## config.mk

```make
export PLATFORM = sky130hd
export DESIGN_NAME = mem_arbiter_rr
export DESIGN_NICKNAME = d
export VERILOG_FILES = /design/src/rtl/mem_arbiter_rr.sv
export SDC_FILE = /design/constraint.sdc
export NUM_CORES = 1
export LEC_CHECK = 0
export BUFFER_PORTS_ARGS = -buffer_cell sky130_fd_sc_hd__buf_2
export CORE_MARGIN = 2
export CORE_UTILIZATION = 53
export CTS_CLUSTER_DIAMETER = 120
export DETAILED_ROUTE_END_ITERATION = 8
export PLACE_DENSITY = 0.79
export SLEW_MARGIN = 0
export SYNTH_ARGS = -nofsm -noshare
export SYNTH_HDL_FRONTEND = slang
export SYNTH_SLANG_ARGS = --single-unit
```

## constraint.sdc

```tcl
create_clock -name clk -period 2.65 [get_ports clk]
set_input_delay 0 -clock clk [delete_from_list [all_inputs] [get_ports clk]]
set_output_delay 0 -clock clk [all_outputs]
set_load 0.1 [all_outputs]
```

## src/rtl/mem_arbiter_rr.sv

```systemverilog
// mem_arbiter_rr: N_REQ-way memory arbiter with round-robin or fixed priority selection,
// a bounded grant tenure while others wait, and a one-shot exclusion of a preempted owner.
// All state updates on the falling edge of clk.
//
// Ports:
//   clk      - clock; state updates on the falling edge
//   reset    - synchronous active-high reset, sampled on the falling edge
//   req      - level request per requester, held for the whole access
//   grant    - registered one-hot (or zero) grant
//   grant_id - index of the current owner, 0 when idle
//   busy     - high while any grant bit is high
//   preempt  - one-cycle pulse after a forced release by timeout
module mem_arbiter_rr #(
  parameter int unsigned N_REQ     = 4,
  parameter int unsigned PRIO_MODE = 0,
  parameter int unsigned MAX_HOLD  = 16,
  localparam int unsigned IdW      = (N_REQ > 2) ? $clog2(N_REQ) : 1
) (
  input  logic             clk,
  input  logic             reset,
  input  logic [N_REQ-1:0] req,
  output logic [N_REQ-1:0] grant,
  output logic [IdW-1:0]   grant_id,
  output logic             busy,
  output logic             preempt
);

  typedef enum logic {StIdle, StOwned} state_e;

  localparam logic [IdW:0] NReqW   = (IdW + 1)'(N_REQ);
  // Hold count at which a waiting requester forces a release
  localparam logic [7:0]   HoldLim = (MAX_HOLD == 0) ? 8'd0 : 8'(MAX_HOLD - 1);

  // Declaration initialisers match the reset values so outputs are defined before reset
  state_e           r_state     = StIdle;
  logic [N_REQ-1:0] r_grant     = '0;
  logic [IdW-1:0]   r_grant_id  = '0;
  logic [7:0]       r_hold      = '0;
  logic [IdW-1:0]   r_rr_ptr    = '0;
  logic             r_preempt   = 1'b0;
  logic             r_excl_vld  = 1'b0;
  logic [IdW-1:0]   r_excl_idx  = '0;

  state_e           w_state_d;
  logic [N_REQ-1:0] w_grant_d;
  logic [IdW-1:0]   w_grant_id_d;
  logic [7:0]       w_hold_d;
  logic [IdW-1:0]   w_rr_ptr_d;
  logic             w_preempt_d;
  logic             w_excl_vld_d;
  logic [IdW-1:0]   w_excl_idx_d;

  logic [N_REQ-1:0] w_elig;
  logic [N_REQ-1:0] w_rot;
  logic [N_REQ-1:0] w_onehot;
  logic [IdW-1:0]   w_base;
  logic [IdW-1:0]   w_off;
  logic [IdW:0]     w_sum;
  logic [IdW:0]     w_inc;
  logic [IdW-1:0]   w_win;
  logic [IdW-1:0]   w_ptr_nxt;
  logic             w_found;
  logic             w_owner_req;
  logic             w_other;
  logic             w_timeout;

  // Winner selection: rotate the eligible vector so the search base sits at bit 0,
  // take the lowest set bit, then map the offset back to an absolute index.
  always_comb begin
    w_elig = req;
    for (int i = 0; i < int'(N_REQ); i++) begin
      if (r_excl_vld && (r_excl_idx == IdW'(i))) w_elig[i] = 1'b0;
    end
    w_base  = (PRIO_MODE == 1) ? '0 : r_rr_ptr;
    w_rot   = N_REQ'({w_elig, w_elig} >> w_base);
    w_found = 1'b0;
    w_off   = '0;
    for (int i = int'(N_REQ) - 1; i >= 0; i--) begin
      if (w_rot[i]) begin
        w_found = 1'b1;
        w_off   = IdW'(i);
      end
    end
    w_sum = {1'b0, w_base} + {1'b0, w_off};
    if (w_sum >= NReqW) w_sum = w_sum - NReqW;
    w_win = w_sum[IdW-1:0];
    w_inc = {1'b0, w_win} + (IdW + 1)'(1);
    if (w_inc == NReqW) w_inc = '0;
    w_ptr_nxt = w_inc[IdW-1:0];
    for (int i = 0; i < int'(N_REQ); i++) begin
      w_onehot[i] = (w_win == IdW'(i));
    end
  end

  // r_grant is one-hot on the owner while OWNED, so it doubles as the owner mask
  assign w_owner_req = |(req & r_grant);
  assign w_other     = |(req & ~r_grant);
  assign w_timeout   = (MAX_HOLD != 0) && w_other && (r_hold >= HoldLim);

  always_comb begin
    w_state_d    = r_state;
    w_grant_d    = r_grant;
    w_grant_id_d = r_grant_id;
    w_hold_d     = r_hold;
    w_rr_ptr_d   = r_rr_ptr;
    w_preempt_d  = 1'b0;
    w_excl_vld_d = r_excl_vld;
    w_excl_idx_d = r_excl_idx;
    unique case (r_state)
      StIdle: begin
        // Exclusion applies to a single IDLE arbitration, granted or not
        w_excl_vld_d = 1'b0;
        if (w_found) begin
          w_grant_d    = w_onehot;
          w_grant_id_d = w_win;
          w_hold_d     = '0;
          w_rr_ptr_d   = w_ptr_nxt;
          w_state_d    = StOwned;
        end
      end
      StOwned: begin
        if (!w_owner_req) begin
          w_grant_d    = '0;
          w_grant_id_d = '0;
          w_hold_d     = '0;
          w_state_d    = StIdle;
        end else if (w_timeout) begin
          w_grant_d    = '0;
          w_grant_id_d = '0;
          w_hold_d     = '0;
          w_preempt_d  = 1'b1;
          w_excl_vld_d = 1'b1;
          w_excl_idx_d = r_grant_id;
          w_state_d    = StIdle;
        end else if (w_other && (r_hold != 8'hFF)) begin
          w_hold_d = r_hold + 8'd1;
        end
      end
      default: begin
        w_grant_d    = '0;
        w_grant_id_d = '0;
        w_state_d    = StIdle;
      end
    endcase
  end

  always_ff @(negedge clk) begin
    if (reset) begin
      r_state    <= StIdle;
      r_grant    <= '0;
      r_grant_id <= '0;
      r_hold     <= '0;
      r_rr_ptr   <= '0;
      r_preempt  <= 1'b0;
      r_excl_vld <= 1'b0;
      r_excl_idx <= '0;
    end else begin
      r_state    <= w_state_d;
      r_grant    <= w_grant_d;
      r_grant_id <= w_grant_id_d;
      r_hold     <= w_hold_d;
      r_rr_ptr   <= w_rr_ptr_d;
      r_preempt  <= w_preempt_d;
      r_excl_vld <= w_excl_vld_d;
      r_excl_idx <= w_excl_idx_d;
    end
  end

  assign grant    = r_grant;
  assign grant_id = r_grant_id;
  assign busy     = |r_grant;
  assign preempt  = r_preempt;

endmodule

```

# [Word level (Yosys, flattened, before mapping)]
# Cells that the tools add are included.
[totals] reg_bits=21 inputBits=6 output_inout_bits=8
[op_classes] n_addsub=4 order_cmp=2 eq_ne=13 n_shift=1 n_mux=35 n_bitwise=5 n_reduce_logical=17
[op_table] cell="8-bit two-way mux" count=4
[op_table] cell="2-bit two-way mux" count=9
[op_table] cell="8-bit case mux with 2 select lines" count=1
[op_table] cell="1-bit two-way mux" count=14
[op_table] cell="4-bit two-way mux" count=3
[op_table] cell="4-bit OR reduction" count=3
[op_table] cell="8-bit by 1-bit adder with 8-bit output (second input constant)" count=1
[op_table] cell="4-bit bitwise AND" count=2
[op_table] cell="2-bit equality test (second input constant)" count=4
[op_table] cell="8-bit by 4-bit >= comparator with 1-bit output (second input constant)" count=1
[op_table] cell="8-bit != test (second input constant)" count=1
[op_table] cell="4-bit case mux with 2 select lines" count=1
[op_table] cell="2-bit AND reduction" count=4
[op_table] cell="8-bit by 2-bit right shift with 4-bit output" count=1
[op_table] cell="1-bit logical AND" count=6
[op_table] cell="2-bit by 1-bit equality test with 1-bit output (second input constant)" count=2
[op_table] cell="2-bit logical NOT" count=2
[op_table] cell="2-bit by 1-bit != test with 1-bit output (second input constant)" count=2
[op_table] cell="4-bit by 2-bit != test with 1-bit output (second input constant)" count=1
[op_table] cell="4-bit inverter" count=1
[op_table] cell="1-bit case mux with 2 select lines" count=2
[op_table] cell="2-bit case mux with 2 select lines" count=1
[op_table] cell="2-bit by 1-bit adder with 3-bit output (second input constant)" count=1
[op_table] cell="2-bit by 2-bit adder with 3-bit output" count=1
[op_table] cell="other kinds (8)" count=9

# [Depth between registers and ports, before layout]
[logic_depth] word_depth=14 mapped_depth=12

==> impl_metrics.env <==
export IMPL_drive_gt1_share_pct=38.38
export IMPL_grt_pass1_vias=1152
export IMPL_hold_start="grant_id[0]"
export IMPL_hold_buffers=0
export IMPL_synthArstFlopShare_pct=0
export IMPL_dieWidth_um=51.28
export IMPL_die_h_um=51.28
export IMPL_synth_cell_types=48
export IMPL_p_leak_uw=0.0007949
export IMPL_criticalPathCategory="input pin to flop"
export IMPL_seq_area_frac_synth_pct=35.48
export IMPL_rsz0062_at_grt="yes"
export IMPL_vias=1260
export IMPL_gr_total_overflow=0
export IMPL_cp_top_family="compound AO/OA/AOI/OAI gates"
export IMPL_maxCapViolCount=0
export IMPL_synth_seq_cells=21
export IMPL_cp_data_required_time_ps=1640
export IMPL_place_inst=184
export IMPL_stdcell_area_mm2=0.001738
export IMPL_timing_critical_path_mode_cell="buf_4"
export IMPL_htreeDepth=1
export IMPL_synth_edf_count=0
export IMPL_dpl_hpwl_mm=1.917
export IMPL_clk_latency_ps=410
export IMPL_antenna_left=0
export IMPL_hold_path_end="grant_id[0]"
export IMPL_yosysWarnings=0
export IMPL_start_util_pct=54.61
export IMPL_cp_slowest_stage_delay_ps=490
export IMPL_n_antenna_cell=0
export IMPL_setup_violations_final=15
export IMPL_port_buffers=13
export IMPL_rows=17
export IMPL_cts_buffers=3
export IMPL_syn_avg_cell_area_um2=9.115
export IMPL_worst_pin_slew_ps=628.6
export IMPL_crit_chain="buf_8, buf_4, buf_4, a22oi_1, a21boi_0, o21ai_1, o21a_4, nor2_4, a22o_1"
export IMPL_synthFlopType="dfxtp_1"
export IMPL_antenna_found_initial=0
export IMPL_p_per_area_mw_per_mm2=1028
export IMPL_placed_area_mm2=0.001428
export IMPL_drt_wirelength_per_cell_um=17.26
export IMPL_reg2reg_depth=11
export IMPL_gp_congestion=0.8051
export IMPL_ios=14
export IMPL_cp_depth=9
export IMPL_grt_start_max_net_pins=15
export IMPL_start_kind="input pin"
export IMPL_routed_wirelength_mm=3.676
export IMPL_slowest_stage="a21boi_0"
export IMPL_yosys_top_cells_area="dfxtp_1, mux2i_1, ha_1, a22o_1, nor2_1"
export IMPL_grtUsageTotal_pct=24.88
export IMPL_synthesis_area_mm2=0.001185
export IMPL_grt_pass1_wl_mm=4.968
export IMPL_crit_fanout=6
export IMPL_drtIter0Drc=49
export IMPL_nNetsFinal=196
export IMPL_max_clock_path_buffers=2
export IMPL_fin_ws_ps=-170.0
export IMPL_violations="negative setup slack"
export IMPL_worstHoldPathType="flop to flop"
export IMPL_synth_area_leader_cell="dfxtp_1"
export IMPL_synth_common_cells="dfxtp_1, nor2_1, nand2_1, nor3_1"
export IMPL_clock_sinks=21
export IMPL_dr_pass1_iters=4
export IMPL_post_synth_top_count_cell="dfxtp_1"
export IMPL_cts_tree="done"
export IMPL_synth_fp_nets=140
export IMPL_end_kind="flop"
export IMPL_coreArea_mm2=0.002170
export IMPL_r2r_start="r_rr_ptr[0]"
export IMPL_hold_viol=0
export IMPL_startpoint="req[2]"
export IMPL_area_delta_synth_final_pct=46.67
export IMPL_crit_arrival_ps=1810
export IMPL_relSlewSlack_pct=58.04
export IMPL_final_cell_count_no_fill=213
export IMPL_fillerInstances=120
export IMPL_finClkSkew_ps=30.17
export IMPL_drc_errors=0
export IMPL_fin_util_pct=80.10
export IMPL_r2r_end="r_rr_ptr[1]"
export IMPL_status="finished, violations left"
export IMPL_synth_cells=130
export IMPL_rrSetupSlack_ps=80
export IMPL_clk_pin_slew_ps=40
export IMPL_vias_per_cell=5.915
export IMPL_critPathBufInv=3
export IMPL_vdd_drop_max_uv=877.5
export IMPL_netlist_area_leader_share_pct=35.48
export IMPL_cts_root_buffer="clkbuf_4"
export IMPL_dieArea_mm2=0.002630
export IMPL_hold_depth=1
export IMPL_slew_violations=0
-- layer usage --
layer	part of all wire, %	routed length [µm]	up-vias	track usage [%]
met5	0	0	-	0
met2	51	1861	43	38.96
met3	5.6	206	6	9.942
met1	42	1552	623	30.91
li1	-	-	588	-
met4	1.5	55	0	8.772
-- area by class of cell --
| type | instances | area, µm² | area share (%) |
|---|---|---|---|
| Timing Repair Buffer | 35 | 275.3 | 15.84 |
| Tap cell | 28 | 35.03 | 2.016 |
| Clock inverter | 22 | 108.9 | 6.263 |
| Clock buffer | 3 | 22.52 | 1.296 |
| Multi-Input combinational cell | 101 | 859.6 | 49.46 |
| Inverter | 3 | 11.26 | 0.6479 |
| Sequential cell | 21 | 425.4 | 24.48 |
-- registers in the layout (all words and copies together), names as in the netlist --
name        cells
r_rr_ptr        2
r_excl_vld      1
r_excl_idx      2
r_state         1
preempt         1
grant           4
r_hold          8
grant_id        2
-- cell usage in the layout, fill, tap and decap left out, drive strengths merged, types with 2 or more instances in the layout --
cell type and count:
o21ai 6, nand3 3, and2 2, nor2b 3
a21oi 6, buf 35, ha 4, a31oi 2
nand2 9, xnor2 3, nor2 13, o21a 5
and3 2, a22oi 3, a21boi 2, mux2i 6
nor3 7, inv 24, nand2b 2, a22o 5
clkbuf 3, dfxtp 21
-- worst max path at each step --
stage,end,slack [ps]
after floorplan,r_rr_ptr[1],-220
after global placement,r_hold[6],-490
after detailed placement,r_hold[6],-510
after CTS,busy,-90
after global routing,grant[1],-210
final,grant[1],-170
-- logic make-up (layout without fill, tap and decap cells) --
family                   count (synthesis)  after routing  synth area share (%)
AND/OR/NAND/NOR                         52             53                 25.34
AO/OA/AOI/OAI                           32             32                 19.96
flip-flops                              21             21                 35.48
buffers and inverters                    9             63                 4.223
multiplexers                             7              7                 6.336
adder cells (fa/ha/maj)                  5              5                 5.069
XOR/XNOR                                 4              4                 3.591
-- metrics by stage --
step	worst slack (ps)	setup TNS, ps	hold slack (ps)	total power [µW]
after floorplan	-219.9	-2291	462.6	1064
after CTS	-93.46	-102.8	508.7	1648
after global routing	-214.0	-2463	522.7	1866
final	-170.0	-1699	512.1	1787
after detailed placement	-513.5	-8008	499.4	1228
after global placement	-492.5	-7620	481.5	1208
-- power breakdown --
| part | internal [µW] | total (µW) | switching [µW] |
|---|---|---|---|
| sequential | 364 | 429 | 65.1 |
| clock | 194 | 392 | 198 |
| combinational | 380 | 965 | 585 |
-- what timing repair did --
item                                    4_1_cts  5_1_grt
buffers inserted                              2        3
pin swaps                                     4       13
endpoints found under the setup margin       14       14
resized for setup                            10       21
gates cloned                                  1        0
No activity file was read; power rests on OpenSTA's default activity.
